[src/rtl/spi_pkg.sv]
// spi_pkg: shared FSM state type and default parameters for the SPI responder
package spi_pkg;
    localparam int REG_WIDTH_DEF  = 8;
    localparam int TRANS_SIZE_DEF = 8;
    localparam logic [REG_WIDTH_DEF-1:0] IDLE_WORD_DEF = '0;
    typedef enum logic [1:0] {IDLE, LOAD, SHIFT} state_t;
endpackage

[src/rtl/spi_slave_if.sv]
// spi_slave_if: serial pins plus TX/RX word handshake of the SPI responder
//   serial: spi_clk, cs (active low), mosi in; miso, miso_oe out
//   core:   tx_data/tx_valid in, tx_ready out; rx_data/rx_valid, underrun, abort out
interface spi_slave_if #(parameter int REG_WIDTH = 8);
    logic                 spi_clk;
    logic                 cs;
    logic                 mosi;
    logic                 miso;
    logic                 miso_oe;
    logic [REG_WIDTH-1:0] tx_data;
    logic                 tx_valid;
    logic                 tx_ready;
    logic [REG_WIDTH-1:0] rx_data;
    logic                 rx_valid;
    logic                 underrun;
    logic                 abort;
    modport slave (
        input  spi_clk, cs, mosi, tx_data, tx_valid,
        output miso, miso_oe, tx_ready, rx_data, rx_valid, underrun, abort
    );
    modport master (
        output spi_clk, cs, mosi, tx_data, tx_valid,
        input  miso, miso_oe, tx_ready, rx_data, rx_valid, underrun, abort
    );
endinterface

[src/rtl/spi_sync_edge.sv]
// spi_sync_edge: 2-flop synchronizer with a third flop for edge strobes
//   sys_clk, rst: local clock, sync active-high reset (flops load RST_VAL)
//   din: asynchronous input; level: synchronized value; rise/fall: one-cycle strobes
module spi_sync_edge #(
    parameter logic RST_VAL = 1'b0
) (
    input  logic sys_clk,
    input  logic rst,
    input  logic din,
    output logic level,
    output logic rise,
    output logic fall
);
    logic [2:0] sr;
    always_ff @(posedge sys_clk)
        sr <= rst ? {3{RST_VAL}} : {sr[1:0], din};
    assign level = sr[1];
    assign rise  = sr[1] & ~sr[2];
    assign fall  = ~sr[1] & sr[2];
endmodule

[src/rtl/spi_slave.sv]
// spi_slave: SPI mode 0 responder, MSB first, oversampled in the sys_clk domain
//   sys_clk, rst: local clock, sync active-high reset
//   bus (spi_slave_if.slave): serial pins, one-entry TX buffer, RX pulse, status
module spi_slave
    import spi_pkg::*;
#(
    parameter int REG_WIDTH     = REG_WIDTH_DEF,
    parameter int TRANS_SIZE    = TRANS_SIZE_DEF,
    parameter int COUNTER_WIDTH = $clog2(REG_WIDTH),
    parameter logic [REG_WIDTH-1:0] IDLE_WORD = REG_WIDTH'(IDLE_WORD_DEF)
) (
    input logic       sys_clk,
    input logic       rst,
    spi_slave_if.slave bus
);
    localparam logic [COUNTER_WIDTH:0] LAST    = (COUNTER_WIDTH+1)'(TRANS_SIZE);
    localparam logic [COUNTER_WIDTH:0] LAST_M1 = (COUNTER_WIDTH+1)'(TRANS_SIZE - 1);
    logic sclk_lvl, sclk_rise, sclk_fall;
    logic cs_lvl, cs_rise, cs_fall;
    logic mosi_s, mosi_rise, mosi_fall;
    logic unused_sync;
    spi_sync_edge #(.RST_VAL(1'b0)) u_sclk (.sys_clk, .rst, .din(bus.spi_clk), .level(sclk_lvl), .rise(sclk_rise), .fall(sclk_fall));
    spi_sync_edge #(.RST_VAL(1'b1)) u_cs   (.sys_clk, .rst, .din(bus.cs),      .level(cs_lvl),   .rise(cs_rise),   .fall(cs_fall));
    spi_sync_edge #(.RST_VAL(1'b0)) u_mosi (.sys_clk, .rst, .din(bus.mosi),    .level(mosi_s),   .rise(mosi_rise), .fall(mosi_fall));
    assign unused_sync = ^{sclk_lvl, cs_lvl, mosi_rise, mosi_fall};
    state_t                 state;
    logic [REG_WIDTH-1:0]   tx_shift, rx_shift, buf_data, rx_data;
    logic [COUNTER_WIDTH:0] count;
    logic                   buf_full, reload, miso_oe, rx_valid, underrun, abort;
    logic [REG_WIDTH-1:0]   next_word;
    assign next_word    = buf_full ? buf_data : IDLE_WORD;
    assign bus.miso     = miso_oe & tx_shift[REG_WIDTH-1];
    assign bus.miso_oe  = miso_oe;
    assign bus.tx_ready = ~buf_full;
    assign bus.rx_data  = rx_data;
    assign bus.rx_valid = rx_valid;
    assign bus.underrun = underrun;
    assign bus.abort    = abort;
    always_ff @(posedge sys_clk) begin
        if (rst) begin
            state    <= IDLE;
            tx_shift <= '0;
            rx_shift <= '0;
            buf_data <= '0;
            rx_data  <= '0;
            count    <= '0;
            buf_full <= 1'b0;
            reload   <= 1'b0;
            miso_oe  <= 1'b0;
            rx_valid <= 1'b0;
            underrun <= 1'b0;
            abort    <= 1'b0;
        end else begin
            rx_valid <= 1'b0;
            abort    <= 1'b0;
            // the buffer is only written while empty, so it never collides with a consume
            if (bus.tx_valid && !buf_full) begin
                buf_data <= bus.tx_data;
                buf_full <= 1'b1;
            end
            case (state)
                IDLE: if (cs_fall) state <= LOAD;
                LOAD: begin
                    tx_shift <= next_word;
                    underrun <= underrun | ~buf_full;
                    if (buf_full) buf_full <= 1'b0;
                    count    <= '0;
                    reload   <= 1'b0;
                    miso_oe  <= 1'b1;
                    state    <= SHIFT;
                end
                SHIFT: begin
                    if (count == LAST) begin
                        rx_data  <= rx_shift << (REG_WIDTH - TRANS_SIZE);
                        rx_valid <= 1'b1;
                        count    <= '0;
                    end else if (sclk_rise) begin
                        rx_shift <= {rx_shift[REG_WIDTH-2:0], mosi_s};
                        count    <= count + 1'b1;
                        if (count == LAST_M1) reload <= 1'b1;
                    end
                    // the fall after a frame's last bit presents the next word instead of shifting
                    if (sclk_fall) begin
                        if (reload) begin
                            tx_shift <= next_word;
                            underrun <= underrun | ~buf_full;
                            if (buf_full) buf_full <= 1'b0;
                            reload   <= 1'b0;
                        end else begin
                            tx_shift <= tx_shift << 1;
                        end
                    end
                    if (cs_rise) begin
                        abort   <= count != '0 && count != LAST;
                        count   <= '0;
                        miso_oe <= 1'b0;
                        state   <= IDLE;
                    end
                end
                default: state <= IDLE;
            endcase
        end
    end
endmodule

[src/flat_wrapper.sv]
// flat-port wrapper written by rule: the top's interface ports become plain ports
module spi_slave_flat import spi_pkg::*;
#(
    parameter int REG_WIDTH     = REG_WIDTH_DEF,
    parameter int TRANS_SIZE    = TRANS_SIZE_DEF,
    parameter int COUNTER_WIDTH = $clog2(REG_WIDTH),
    parameter logic [REG_WIDTH-1:0] IDLE_WORD = REG_WIDTH'(IDLE_WORD_DEF)
)
  (sys_clk, rst, bus_spi_clk, bus_cs, bus_mosi, bus_tx_data, bus_tx_valid, bus_miso, bus_miso_oe, bus_tx_ready, bus_rx_data, bus_rx_valid, bus_underrun, bus_abort);
  spi_slave_if #(.REG_WIDTH(REG_WIDTH)) bus_i ();
  input logic sys_clk;
  input logic rst;
  input wire logic [$bits(bus_i.spi_clk)-1:0] bus_spi_clk;
  input wire logic [$bits(bus_i.cs)-1:0] bus_cs;
  input wire logic [$bits(bus_i.mosi)-1:0] bus_mosi;
  input wire logic [$bits(bus_i.tx_data)-1:0] bus_tx_data;
  input wire logic [$bits(bus_i.tx_valid)-1:0] bus_tx_valid;
  output wire logic [$bits(bus_i.miso)-1:0] bus_miso;
  output wire logic [$bits(bus_i.miso_oe)-1:0] bus_miso_oe;
  output wire logic [$bits(bus_i.tx_ready)-1:0] bus_tx_ready;
  output wire logic [$bits(bus_i.rx_data)-1:0] bus_rx_data;
  output wire logic [$bits(bus_i.rx_valid)-1:0] bus_rx_valid;
  output wire logic [$bits(bus_i.underrun)-1:0] bus_underrun;
  output wire logic [$bits(bus_i.abort)-1:0] bus_abort;
  assign bus_i.spi_clk = bus_spi_clk;
  assign bus_i.cs = bus_cs;
  assign bus_i.mosi = bus_mosi;
  assign bus_i.tx_data = bus_tx_data;
  assign bus_i.tx_valid = bus_tx_valid;
  assign bus_miso = bus_i.miso;
  assign bus_miso_oe = bus_i.miso_oe;
  assign bus_tx_ready = bus_i.tx_ready;
  assign bus_rx_data = bus_i.rx_data;
  assign bus_rx_valid = bus_i.rx_valid;
  assign bus_underrun = bus_i.underrun;
  assign bus_abort = bus_i.abort;
  spi_slave #(.REG_WIDTH(REG_WIDTH), .TRANS_SIZE(TRANS_SIZE), .COUNTER_WIDTH(COUNTER_WIDTH), .IDLE_WORD(IDLE_WORD)) u_core (.sys_clk(sys_clk), .rst(rst), .bus(bus_i));
endmodule
[config.mk]
export PLATFORM = sky130hd
export DESIGN_NAME = spi_slave_flat
export DESIGN_NICKNAME = d
export VERILOG_FILES = /design/src/rtl/spi_pkg.sv /design/src/rtl/spi_slave_if.sv /design/src/rtl/spi_sync_edge.sv /design/src/rtl/spi_slave.sv /design/src/flat_wrapper.sv
export SDC_FILE = /design/constraint.sdc
export NUM_CORES = 1
export LEC_CHECK = 0
export BUFFER_PORTS_ARGS = -buffer_cell sky130_fd_sc_hd__buf_4
export CORE_ASPECT_RATIO = 0.8
export CORE_MARGIN = 5
export CORE_UTILIZATION = 40
export DETAILED_ROUTE_END_ITERATION = 10
export GPL_ROUTABILITY_DRIVEN = 0
export PLACE_DENSITY = 0.67
export SYNTH_ARGS = -nofsm -noshare
export SYNTH_HDL_FRONTEND = slang
export SYNTH_SLANG_ARGS = --single-unit
[constraint.sdc]
create_clock -name sys_clk -period 4.3 [get_ports sys_clk]
set_clock_uncertainty 0.15 [all_clocks]
set_input_delay 0.645 -clock sys_clk [delete_from_list [all_inputs] [get_ports sys_clk]]
set_output_delay 0.645 -clock sys_clk [all_outputs]
set_load 0.02 [all_outputs]
# --- Yosys cells after proc, flatten, opt, wreduce, memory -nomap -nowiden ---
# Cells that the tools add are included.
word_totals:
  register_bits: 52
  input_bits: 14
  output_inout_bits: 14
  wordCells: 83
op_classes:
  add_sub_neg: 1
  n_eq_ne: 10
  muxes: 28
  n_bitwise: 14
  reduce_logical: 15
op_table:
  columns: ["cell", "n"]
  rows:
  - ["$mux 8", 3]
  - ["$pmux 8 s2", 1]
  - ["$mux 1", 13]
  - ["$mux 4", 3]
  - ["$reduce_and 2->1", 5]
  - ["$ne 2x1->1 const B", 4]
  - ["$not 1->1", 8]
  - ["$pmux 1 s2", 4]
  - ["$pmux 4 s2", 1]
  - ["$pmux 2 s3", 1]
  - ["$reduce_and 3->1", 2]
  - ["$and 1x1->1", 5]
  - ["$add 4x1->4 const B", 1]
  - ["$eq 4x3->1 const B", 1]
  - ["$eq 4x4->1 const B", 1]
  - ["$mux 2", 2]
  - ["$ne 4x1->1 const B", 1]
  - ["$ne 4x4->1 const B", 1]
  - ["$reduce_bool 4->1", 1]
  - ["$reduce_or 3->1", 1]
  - ["$eq 2x1->1 const B", 1]
  - ["$eq 2x2->1 const B", 1]
  - ["$logic_and 1x1->1", 2]
  - ["$logic_not 2->1", 1]
  - ["4 further kinds", 4]

# --- Longest topological paths before layout ---
# Gate-level depths: netlist of the first run.
depth:
  ltp_word: 7
  mapped_depth: 8
  depth_no_buf: 6

# --- Hierarchy ---
# From an unflattened synthesis of the first run, not the netlist that was laid out.
hier_totals:
  cells_unflattened: 246
  area_unflattened_um2: 2173.3
modules_own_cells:
  columns: ["module", "instances", "cells_per_inst", "area_each_um2", "seq_area_each_um2"]
  rows:
  - ["spi_slave", 1, 222, 1898.1, 880.8]
  - ["spi_sync_edge at u_core.u_mosi ...", 2, 8, 91.3, 60.1]
  - ["spi_sync_edge at u_core.u_cs", 1, 8, 92.6, 60.1]

# --- Worst setup path before layout of the first run ---
# OpenSTA, ideal clock, no wires.
synth_timing:
  kind: "register -> register"
  from: "reg u_core.count[0]"
  to: "reg u_core.rx_shift[2]"
  setup_time_ns: 0.131
  t_arrival_ns: 1.636
  required_ns: 4.019
  slack_ns: 2.383
  stages_incl_launch_ff: 8
  path_buffers: 1
  period_less_slack_ns: 1.917
  cell_sequence: "dfxtp_1 inv_1 ha_1 and3b_1 buf_6 nor4_4 mux2i_1 nor2_2"
synth_via:
  elab_chain_len: 3
synth_rtl:
  columns: ["item", "line", "source"]
  rows:
  - ["start, declared", "spi_slave.sv:28", "logic [COUNTER_WIDTH:0] count;"]
  - ["start signal, assigned", "spi_slave.sv:79", "count <= count + 1'b1;"]
  - ["$eq 4x4->1", "spi_slave.sv:73", "if (count == LAST) begin"]
  - ["$not 1->1 (no line)", null, null]
  - ["$reduce_and 3->1 (no line)", null, null]
  - ["end signal, assigned", "spi_slave.sv:78", "rx_shift <= {rx_shift[REG_WIDTH-2:0], mosi_s};"]
  - ["end, declared", "spi_slave.sv:27", "logic [REG_WIDTH-1:0] tx_shift, rx_shift, buf_data, rx_data;"]
# No other way between the ends.
# A chain may end at the register's enable or synchronous reset.

# --- Final worst setup path of the first run ---
layout_timing:
  from: "reg u_core.state[0]"
  to: "reg u_core.rx_shift[7]"
layout_via:
  elab_chain_len: 2
layout_rtl:
  columns: ["item", "line", "source"]
  rows:
  - ["start, declared", "spi_slave.sv:26", "state_t state;"]
  - ["start signal, assigned", "spi_slave.sv:41", "state <= IDLE;"]
  - ["start signal, assigned", "spi_slave.sv:62", "IDLE: if (cs_fall) state <= LOAD;"]
  - ["start signal, assigned", "spi_slave.sv:70", "state <= SHIFT;"]
  - ["$eq 2x2->1", "spi_slave.sv:61", "case (state)"]
  - ["$reduce_and 3->1 (no line)", null, null]
# No other way between the ends.

==> results of run 1 <==
-- layout make-up --
cell class	count	area (µm²)
Fill cell	513	2650
Sequential cell	52	1040
Multi-Input combinational cell	166	978
Timing Repair Buffer	27	203
Tap cell	62	77.6
Clock buffer	5	68.8
Inverter	8	30.0
Clock inverter	3	18.8
-- cells in the final DEF (no fill, tap or decap) --
cell type and n:
sky130_fd_sc_hd__and3_1 1, sky130_fd_sc_hd__ha_1 6, sky130_fd_sc_hd__xor2_1 1, sky130_fd_sc_hd__clkbuf_8 5, sky130_fd_sc_hd__nand3_1 10, sky130_fd_sc_hd__o211a_1 1, sky130_fd_sc_hd__nor3_1 4, sky130_fd_sc_hd__a31o_2 1
sky130_fd_sc_hd__a21oi_1 20, sky130_fd_sc_hd__nand2_1 45, sky130_fd_sc_hd__mux2i_1 11, sky130_fd_sc_hd__and3b_1 2, sky130_fd_sc_hd__or2_2 3, sky130_fd_sc_hd__buf_4 27, sky130_fd_sc_hd__nor2b_1 9, sky130_fd_sc_hd__clkinv_2 2
sky130_fd_sc_hd__dfxtp_1 52, sky130_fd_sc_hd__nand2b_1 5, sky130_fd_sc_hd__nand4_1 2, sky130_fd_sc_hd__nor4_4 1, sky130_fd_sc_hd__nor2_1 17, sky130_fd_sc_hd__o21ai_0 3, sky130_fd_sc_hd__o41ai_1 1, sky130_fd_sc_hd__a311oi_1 7
sky130_fd_sc_hd__nor2_2 6, sky130_fd_sc_hd__inv_1 8, sky130_fd_sc_hd__nor3b_1 2, sky130_fd_sc_hd__a2bb2oi_1 1, sky130_fd_sc_hd__o2111ai_1 1, sky130_fd_sc_hd__or4_1 1, sky130_fd_sc_hd__o21ba_2 1, sky130_fd_sc_hd__clkinv_4 1
sky130_fd_sc_hd__a31oi_1 1, sky130_fd_sc_hd__and2b_1 1, sky130_fd_sc_hd__and2_1 2
-- report_power, final --
part | internal, mW | leakage [nW] | switching (mW) | total [mW]
Clock | 0.114 | 0.0479 | 0.157 | 0.271
Sequential | 0.535 | 0.423 | 0.0371 | 0.572
Combinational | 0.113 | 0.436 | 0.163 | 0.277
Total | 0.762 | 0.907 | 0.357 | 1.12
-- kinds of logic after synthesis --
family,Yosys count
xor+xnor,1
simple gates,111
flops,52
compound gates,37
mux,11
fa+ha+maj,6
buf+inv,22
-- state kept, by name, indices dropped and copies added (netlist names) --
| register | cells |
|---|---|
| u_core.bus.miso_oe | 1 |
| u_core.u_mosi.sr | 2 |
| u_core.bus.rx_data | 8 |
| u_core.tx_shift | 8 |
| u_core.bus.rx_valid | 1 |
| u_core.bus.underrun | 1 |
| u_core.bus.abort | 1 |
| u_core.state | 2 |
| u_core.u_cs.sr | 3 |
| u_core.count | 4 |
| u_core.rx_shift | 8 |
| u_core.buf_data | 8 |
| u_core.buf_full | 1 |
| u_core.reload | 1 |
| u_core.u_sclk.sr | 3 |
-- critical path, delay by kind of cell (launching register included) --
family | cells | cell delay, ps
DFF | 1 | 340
muxes | 1 | 290
and+or+nand+nor | 2 | 660
buffers and inverters | 2 | 300
adders and majority gates | 1 | 330
-- worst max path at each step --
stage	from	to	slack (ps)
after floorplan	u_core.count[0]	u_core.rx_shift[2]	2380
after detailed placement	u_core.state[0]	u_core.rx_shift[7]	2110
after global routing	u_core.state[0]	u_core.rx_shift[7]	1900
after CTS	u_core.state[0]	u_core.rx_shift[7]	2090
after global placement	u_core.state[0]	u_core.rx_shift[2]	2180
final	u_core.state[0]	u_core.rx_shift[7]	2100
-- per-stage QoR --
step	hold WS, ps	util, %
floorplan	239	-
global placement	245	46.0
detailed placement	248	46.0
CTS	271	47.7
global route	287	47.7
finish	268	47.7
-- metal layers --
| layer | up-vias | routed length, µm | global-route usage [%] | share of wire, % |
|---|---|---|---|---|
| met1 | 710 | 2120 | 18.0 | 53 |
| met5 | - | 0 | 0 | 0 |
| met2 | 25 | 1680 | 19.2 | 42 |
| met3 | 5 | 129 | 2.70 | 3.2 |
| li1 | 840 | - | - | - |
| met4 | 0 | 58 | 5.37 | 1.5 |
==> results_dict.tcl, run 1 <==
set metrics [dict create \
    dr_total_vias 1580 \
    totalWireLength_um 3980 \
    synth_area_leader_cell "sky130_fd_sc_hd__dfxtp_1" \
    detailedPlace.worstSlack_ps 2110 \
    core_box_area_mm2 0.00506 \
    endpoint_kind "flip-flop" \
    timing_max_transition_violations_final 0 \
    synth_top_area_cells "sky130_fd_sc_hd__dfxtp_1, sky130_fd_sc_hd__nand2_1, sky130_fd_sc_hd__mux2i_1, sky130_fd_sc_hd__a21oi_1, sky130_fd_sc_hd__ha_1" \
    grt_pass1_vias 1524 \
    synth_enable_flop_cells 0 \
    post-layout-total-power_mw 1.12 \
    syn_inst 240 \
    synth.top_cell.area_share_pct 49.3 \
    core.rowCount 23 \
    reg2reg_to "u_core.rx_shift[7]" \
    die_x_um 91.2 \
    synth_top_family_by_area "simple AND/OR/NAND/NOR gates" \
    drive_gt1_share_pct 18.0 \
    synth_compound_area_share_pct 11.3 \
    global_route_wire_length_before_repair_um 7110 \
    timing.final.setup_violations 0 \
    cap_viol_max_count 0 \
    cts_max_path_buffers 2 \
    timing.setup.tns_ps 0 \
    synth_area_mm2 0.00211 \
    crit_path_frequent_cell "sky130_fd_sc_hd__inv_1" \
    hold_path_startpoint "u_core.u_cs.sr[0]" \
    maximum_number_of_pins_on_one_net_before_global_route_repair 53 \
    globalRouteTotalUtil_pct 12.8 \
    cts_inserted_buffers 5 \
    post-route-min-period_ps 2200 \
    timing.critical_path.fanout_max 9 \
    run_status "complete, no violations" \
    timing_worst_slew_pin_value_ps 683 \
    grt_setup_unrepaired "false" \
    numPlacedInstances 315 \
    post_cts_hold_buffer_count 0 \
    drtAntennaViolNets 0 \
    stdcell_count 323 \
    setup_slack_ps 2100 \
    finalHoldViolations 0 \
    flow.area_growth_from_synthesis_pct 14.5 \
    power.leakage_nw 0.907 \
    crit_path_top_delay_cell "sky130_fd_sc_hd__nor4_4" \
    layout.cell_area.non_filler_mm2 0.00242 \
    initial_core_util_pct 41.7 \
    die-area_mm2 0.00684 \
    drc 0 \
    die_h_um 75.0 \
    detail_route.vias_per_cell 4.89 \
    gr-total-overflow 0 \
    whs_endpoint "u_core.u_cs.sr[1]" \
    dp.final_hpwl_um 2920 \
    irDropWorstVdd_mv 0.246 \
    async_reset_ff_share_pct 0 \
    maxClockFrequency_ghz 0.454 \
    antennaDiodeCount 0 \
    cts_root_buffer "sky130_fd_sc_hd__clkbuf_8" \
    post-synth-top-count-cell "sky130_fd_sc_hd__dfxtp_1" \
    fin_crit_sh_pct 51.2 \
    worst_hold_path.num_cells 1 \
    tritoncts_clock_tree "built" \
    cp_slowest_stage_delay_ps 620 \
    r2r-start "u_core.state[0]" \
    post_synth_and_or_nand_nor_area_fraction_pct 25.9 \
    crit_path_cell_trace "inv_1, ha_1, inv_1, nor4_4, mux2i_1, nor2_2" \
    timing.critical_path.required_ps 4330 \
    grt_antenna_before_repair 0 \
    synth-adder-area-share_pct 3.56 \
    worst_r2r_path_depth 6 \
    data_arrival_time_of_the_critical_path_ps 2230 \
    cts.clk_slew.worst_paths_ps 90 \
    post-cts-setup-buffers 0 \
    synth_area_per_cell_um2 8.79 \
    worst-r2r-setup-slack_ps 2100 \
    h-tree-depth 2 \
    design.portCount 28 \
    relSlewSlack_pct 54.1 \
    path_class "reg2reg" \
    mappedNetlistNets 260 \
    synth_sequential_area_ratio_pct 49.3 \
    drt_first_pass_iters 4 \
    synth.ff_latch_count 52 \
    yosys-mux-area-fraction_pct 5.22 \
    parity_gate_share_of_the_synthesized_area_counting_xor_and_xnor_cells_pct 0.415 \
    post_drt_wl_per_cell_um 12.3 \
    critical_path_start_type "flip-flop" \
    resize_count_post_cts 0 \
    nNetsFinal 280 \
    synth_top_flop_cell "sky130_fd_sc_hd__dfxtp_1" \
    placement.io_buffers 27 \
    ys_warn_count 0 \
    cts_num_sinks 52 \
    power.density_cell_area_mw_per_mm2 463 \
    unique_masters_post_synth 35 \
    clk_latency_ps 300 \
    min_path_type "reg2reg" \
    synth.top_cells.by_count "sky130_fd_sc_hd__dfxtp_1, sky130_fd_sc_hd__nand2_1, sky130_fd_sc_hd__a21oi_1, sky130_fd_sc_hd__nor2_1" \
    place_area_mm2 0.00233 \
    first_iter_violations 92 \
]
Note: power is estimated with default switching activity, not from simulation.
==> run 2: changes to the inputs <==
--- a/config.mk
+++ b/config.mk
@@ -5,13 +5,14 @@
 export SDC_FILE = /design/constraint.sdc
 export NUM_CORES = 1
 export LEC_CHECK = 0
+export ABC_AREA = 1
 export BUFFER_PORTS_ARGS = -buffer_cell sky130_fd_sc_hd__buf_4
 export CORE_ASPECT_RATIO = 0.8
 export CORE_MARGIN = 5
 export CORE_UTILIZATION = 40
 export DETAILED_ROUTE_END_ITERATION = 10
 export GPL_ROUTABILITY_DRIVEN = 0
-export PLACE_DENSITY = 0.67
+export PLACE_DENSITY = 0.69
 export SYNTH_ARGS = -nofsm -noshare
 export SYNTH_HDL_FRONTEND = slang
 export SYNTH_SLANG_ARGS = --single-unit
==> constraint.sdc (replaced) <==
create_clock -name sys_clk -period 1.9 [get_ports sys_clk]
set_clock_uncertainty 0.15 [all_clocks]
set_input_delay 0.285 -clock sys_clk [delete_from_list [all_inputs] [get_ports sys_clk]]
set_output_delay 0.285 -clock sys_clk [all_outputs]
set_load 0.02 [all_outputs]
==> results_dict.tcl, run 2 <==
set metrics [dict create \
    timing_worst_slew_pin_value_ps 529 \
    die-area_mm2 0.00687 \
    cts_root_buffer "sky130_fd_sc_hd__clkbuf_8" \
    detail_route.vias_per_cell 4.78 \
    power.density_cell_area_mw_per_mm2 1140 \
    layout.cell_area.non_filler_mm2 0.00249 \
    syn_inst 273 \
    grt_setup_unrepaired "false" \
    synth_area_leader_cell "sky130_fd_sc_hd__dfxtp_1" \
    globalRouteTotalUtil_pct 12.5 \
    drc 0 \
    synth_top_flop_cell "sky130_fd_sc_hd__dfxtp_1" \
    dp.final_hpwl_um 2940 \
    irDropWorstVdd_mv 0.548 \
    cts_max_path_buffers 2 \
    timing.critical_path.required_ps 1990 \
    timing.final.setup_violations 0 \
    gr-total-overflow 0 \
    synth_top_area_cells "sky130_fd_sc_hd__dfxtp_1, sky130_fd_sc_hd__o21ai_0, sky130_fd_sc_hd__a21oi_1, sky130_fd_sc_hd__nand2_1, sky130_fd_sc_hd__nor2_1" \
    grt_pass1_vias 1571 \
    cts.clk_slew.worst_paths_ps 90 \
    power.leakage_nw 1.05 \
    run_status "complete, no violations" \
    post-layout-total-power_mw 2.84 \
    mappedNetlistNets 293 \
    async_reset_ff_share_pct 0 \
    finalHoldViolations 0 \
    synth.ff_latch_count 52 \
    unique_masters_post_synth 23 \
    initial_core_util_pct 41.9 \
    placement.io_buffers 27 \
    min_path_type "in2reg" \
    setup_slack_ps 183 \
    die_x_um 91.4 \
    drive_gt1_share_pct 16.5 \
    design.portCount 28 \
    clk_latency_ps 300 \
    tritoncts_clock_tree "built" \
    grt_antenna_before_repair 0 \
    maximum_number_of_pins_on_one_net_before_global_route_repair 22 \
    cts_inserted_buffers 5 \
    data_arrival_time_of_the_critical_path_ps 1810 \
    maxClockFrequency_ghz 0.582 \
    synth_enable_flop_cells 0 \
    synth_area_mm2 0.00212 \
    post-route-min-period_ps 1720 \
    drt_first_pass_iters 4 \
    detailedPlace.worstSlack_ps 210 \
    global_route_wire_length_before_repair_um 6910 \
    synth.top_cells.by_count "sky130_fd_sc_hd__dfxtp_1, sky130_fd_sc_hd__nand2_1, sky130_fd_sc_hd__o21ai_0, sky130_fd_sc_hd__a21oi_1, sky130_fd_sc_hd__nor2_1" \
    final.hold.worst_slack_ps 23.0 \
    stdcell_count 365 \
    dr_total_vias 1745 \
    layout_commonest_cell "sky130_fd_sc_hd__dfxtp_1" \
    synth.top_cell.area_share_pct 49.1 \
    place_area_mm2 0.00237 \
    core_box_area_mm2 0.00506 \
    flow.area_growth_from_synthesis_pct 17.3 \
    timing_max_transition_violations_final 0 \
    antennaDiodeCount 0 \
    path_class "reg2reg" \
    drtAntennaViolNets 0 \
    h-tree-depth 2 \
    post-cts-setup-buffers 0 \
    endpoint_kind "flip-flop" \
    fin_crit_sh_pct 90.4 \
    ys_warn_count 0 \
    numPlacedInstances 356 \
    synth_sequential_area_ratio_pct 49.1 \
    die_h_um 75.1 \
    first_iter_violations 139 \
    layout_common_cells "sky130_fd_sc_hd__dfxtp_1, sky130_fd_sc_hd__nand2_1, sky130_fd_sc_hd__o21ai_0, sky130_fd_sc_hd__buf_4" \
    cts_num_sinks 52 \
    timing.critical_path.fanout_max 13 \
    timing.setup.tns_ps 0 \
    post-synth-top-count-cell "sky130_fd_sc_hd__dfxtp_1" \
    synth_area_per_cell_um2 7.77 \
    critical_path_start_type "flip-flop" \
    final_core_util_pct 49.2 \
    totalWireLength_um 4080 \
    core.rowCount 23 \
    post_drt_wl_per_cell_um 11.2 \
    cap_viol_max_count 0 \
    nNetsFinal 322 \
    relSlewSlack_pct 64.6 \
]
-- run 2: cell count changes after synthesis, moves of 9 or more --
cell / delta
sky130_fd_sc_hd__nor2b_1: -9
sky130_fd_sc_hd__inv_1: +22
sky130_fd_sc_hd__mux2i_1: -11
sky130_fd_sc_hd__nor2_1: +14
sky130_fd_sc_hd__nand3_1: +9
sky130_fd_sc_hd__a21oi_1: +11
sky130_fd_sc_hd__o21ai_0: +32
-- run 2: layout make-up --
type / count / area (µm²)
fill: 515 / 2570
sequential: 52 / 1040
multi-input combinational: 177 / 883
timing repair buffer: 34 / 258
inverter: 32 / 123
tap: 62 / 77.6
clock buffer: 6 / 72.6
clock inverter: 2 / 35.0
-- run 2: cell families after synthesis --
logic type               Yosys count  share of synthesized area, %
AO/OA/AOI/OAI                     72                          17.9
buffers and inverters             44                          9.37
adder cells (fa/ha/maj)            6                          3.54
AND/OR/NAND/NOR                   99                          20.2
flip-flops                        52                          49.1
-- run 2: path summary, 6_finish.rpt --
path / start / end / slack (ps) / cells after the start
max reg2reg: u_core.state[0] / u_core.count[0] / 180 / 7
min reg2reg: u_core.u_sclk.sr[0] / u_core.u_sclk.sr[1] / 260 / 2
min: bus_mosi / u_core.u_mosi.sr[0] / 20 / 3
max: u_core.state[0] / u_core.count[0] / 180 / 7
-- run 2: worst max-delay path, stage by stage (launching register included) --
cell and delay [ps]:
sky130_fd_sc_hd__dfxtp_1 320, sky130_fd_sc_hd__inv_1 120, sky130_fd_sc_hd__ha_1 350, sky130_fd_sc_hd__buf_4 250
sky130_fd_sc_hd__nand3_1 130, sky130_fd_sc_hd__o21ai_0 170, sky130_fd_sc_hd__nand2_1 70, sky130_fd_sc_hd__nor2_1 90
-- run 2: timing repair --
item                                    4_1_cts  5_1_grt
endpoints found under the setup margin        0        1
hold buffers                                  1        0
endpoints found under the hold margin         1        0
gates resized for setup                       0        1
-- run 2: power by group --
group          internal, mW  switching, mW  total, mW
Sequential             1.26         0.0898       1.35
Clock                 0.391          0.355      0.746
Combinational         0.280          0.467      0.748
Total                  1.93          0.912       2.84
-- run 2: metal layers --
metal,wire length (µm),global-route usage (%)
met2,1590,17.7
met3,148,3.10
met1,2260,17.8
met5,0,0
met4,87,6.35
==> run 3: changes to the inputs <==
--- a/config.mk
+++ b/config.mk
@@ -5,7 +5,6 @@
 export SDC_FILE = /design/constraint.sdc
 export NUM_CORES = 1
 export LEC_CHECK = 0
-export ABC_AREA = 1
 export BUFFER_PORTS_ARGS = -buffer_cell sky130_fd_sc_hd__buf_4
 export CORE_ASPECT_RATIO = 0.8
 export CORE_MARGIN = 5
==> constraint.sdc (replaced) <==
create_clock -name sys_clk -period 1.9 [get_ports sys_clk]
set_clock_uncertainty 0.15 [all_clocks]
set_input_delay 0.285 -clock sys_clk [delete_from_list [all_inputs] [get_ports sys_clk]]
set_output_delay 0.285 -clock sys_clk [all_outputs]
set_load 0.1 [all_outputs]
==> results_dict.tcl, run 3 (synthesis results as in run 1) <==
set metrics [dict create \
    run_status "complete, no violations" \
    drtAntennaViolNets 0 \
    grt_antenna_before_repair 0 \
    fin_crit_sh_pct 94.4 \
    r2r-start "u_core.state[1]" \
    core.rowCount 23 \
    layout_common_cells "sky130_fd_sc_hd__dfxtp_1, sky130_fd_sc_hd__nand2_1, sky130_fd_sc_hd__buf_4, sky130_fd_sc_hd__a21oi_1, sky130_fd_sc_hd__nor2_1" \
    nNetsFinal 285 \
    power.switching_mw 0.985 \
    timing.critical_path.fanout_max 11 \
    timing_max_transition_violations_final 0 \
    cts_inserted_buffers 5 \
    antennaDiodeCount 0 \
    final.hold.worst_slack_ps 32.2 \
    dr_total_vias 1614 \
    post_drt_wl_per_cell_um 12.5 \
    cts_root_buffer "sky130_fd_sc_hd__clkbuf_8" \
    die-area_mm2 0.00684 \
    globalRouteTotalUtil_pct 12.8 \
    data_arrival_time_of_the_critical_path_ps 1880 \
    flow.area_growth_from_synthesis_pct 18.4 \
    power.leakage_nw 0.937 \
    setup_slack_ps 107 \
    cellInternalPower_mw 1.76 \
    clockPowerShare_pct 23.3 \
    grt_setup_unrepaired "true" \
    detail_route.vias_per_cell 4.92 \
    relSlewSlack_pct 64.2 \
    maxClockFrequency_ghz 0.558 \
    p_sw_share_pct 35.9 \
    sequentialPowerShare_pct 47.1 \
    fillers 467 \
    irDropWorstVdd_mv 0.685 \
    drt_first_pass_iters 4 \
    placement.io_buffers 27 \
    post-route-min-period_ps 1790 \
    multi_input_area_mm2 0.00100 \
    grt_pass1_vias 1582 \
    power.density_cell_area_mw_per_mm2 1100 \
    crit_path_start "u_core.state[1]" \
    totalWireLength_um 4100 \
    cts_max_path_buffers 2 \
    drc 0 \
    gr-total-overflow 0 \
    detailedPlace.worstSlack_ps 88.3 \
    layout_commonest_cell "sky130_fd_sc_hd__dfxtp_1" \
    initial_core_util_pct 41.7 \
    timing_worst_slew_pin_value_ps 537 \
    timing.critical_path.required_ps 1990 \
    dp.final_hpwl_um 2860 \
    finalHoldViolations 0 \
    power.share.combinational_pct 29.6 \
    h-tree-depth 2 \
    design.portCount 28 \
    post-cts-setup-buffers 0 \
    cap_viol_max_count 0 \
    first_iter_violations 86 \
    clk_latency_ps 310 \
    die_x_um 91.2 \
    global_route_wire_length_before_repair_um 7090 \
    core_box_area_mm2 0.00506 \
    endpoint_kind "flip-flop" \
    cts.clk_slew.worst_paths_ps 100 \
    timing.final.setup_violations 0 \
    critical_path_start_type "flip-flop" \
    hold_path_startpoint "bus_spi_clk" \
    path_class "reg2reg" \
    cts_num_sinks 52 \
    drive_gt1_share_pct 22.6 \
    maximum_number_of_pins_on_one_net_before_global_route_repair 53 \
    final-seq-area_mm2 0.00104 \
    tritoncts_clock_tree "built" \
    die_h_um 75.0 \
    min_path_type "in2reg" \
]
==> run 3: changes by cell type in the layout (fill, tap and decap cells not counted), moves of 11 or more <==
cell / delta
sky130_fd_sc_hd__inv_1: -23
sky130_fd_sc_hd__mux2i_1: +11
sky130_fd_sc_hd__o21ai_0: -32
sky130_fd_sc_hd__a21oi_1: -11
sky130_fd_sc_hd__nor2_1: -14
==> run 3: worst max-delay path, cell delays in order, from the launching register on <==
cell	delay, ps
sky130_fd_sc_hd__dfxtp_1	380
sky130_fd_sc_hd__inv_1	100
sky130_fd_sc_hd__ha_1	450
sky130_fd_sc_hd__nand2b_1	80
sky130_fd_sc_hd__or4_1	400
sky130_fd_sc_hd__a31oi_1	160
==> run 3: repair_timing <==
action | CTS | global route
gates resized for setup | 0 | 6
hold buffers | 1 | 0
endpoints found under the hold margin | 1 | 0
endpoints found under the setup margin | 0 | 14
==> run 3: path summary, 6_finish.rpt <==
kind / endpoint / slack (ps) / depth (start not counted)
worst max-delay path: u_core.count[3] / 110 / 5
worst min-delay path: u_core.u_sclk.sr[0] / 30 / 2
worst max register to register: u_core.count[3] / 110 / 5
worst min register to register: u_core.u_cs.sr[1] / 270 / 1
==> run 3: routing by layer <==
layer | global-route usage [%] | vias up | share of wire, %
li1 | - | 855 | -
met1 | 17.0 | 717 | 49
met2 | 19.4 | 33 | 43
met3 | 4.40 | 9 | 5.8
met4 | 5.21 | 0 | 1.9
met5 | 0 | - | 0
==> run 3: area by class of cell <==
| cell class | count | area share [%] |
|---|---|---|
| Clock buffer | 5 | 2.75 |
| Clock inverter | 3 | 0.851 |
| Inverter | 8 | 1.20 |
| Multi-Input combinational cell | 166 | 40.1 |
| Sequential cell | 52 | 41.8 |
| Tap cell | 62 | 3.10 |
| Timing Repair Buffer | 32 | 10.2 |
==> run 3: power groups by stage <==
stage | Combinational, mW | Clock [mW] | Sequential [mW]
2_1_floorplan | 0.530 | 0 | 1.41
3_3_place_gp | 0.784 | 0 | 1.32
3_5_place_dp | 0.792 | 0 | 1.32
4_1_cts | 0.804 | 0.655 | 1.29
5_1_grt | 0.895 | 0.701 | 1.31
6_report | 0.813 | 0.638 | 1.29
==> run 3: metrics by stage <==
step                setup TNS, ps  total power [mW]  instances  instance area, µm²  utilization [%]
floorplan                       0              1.94        240                2110                -
global placement                0              2.10        319                2380             46.9
detailed placement              0              2.11        319                2380             46.9
CTS                             0              2.75        328                2480             48.9
global route                -27.3              2.91        328                2500             49.4
finish                          0              2.74        328                2500             49.4
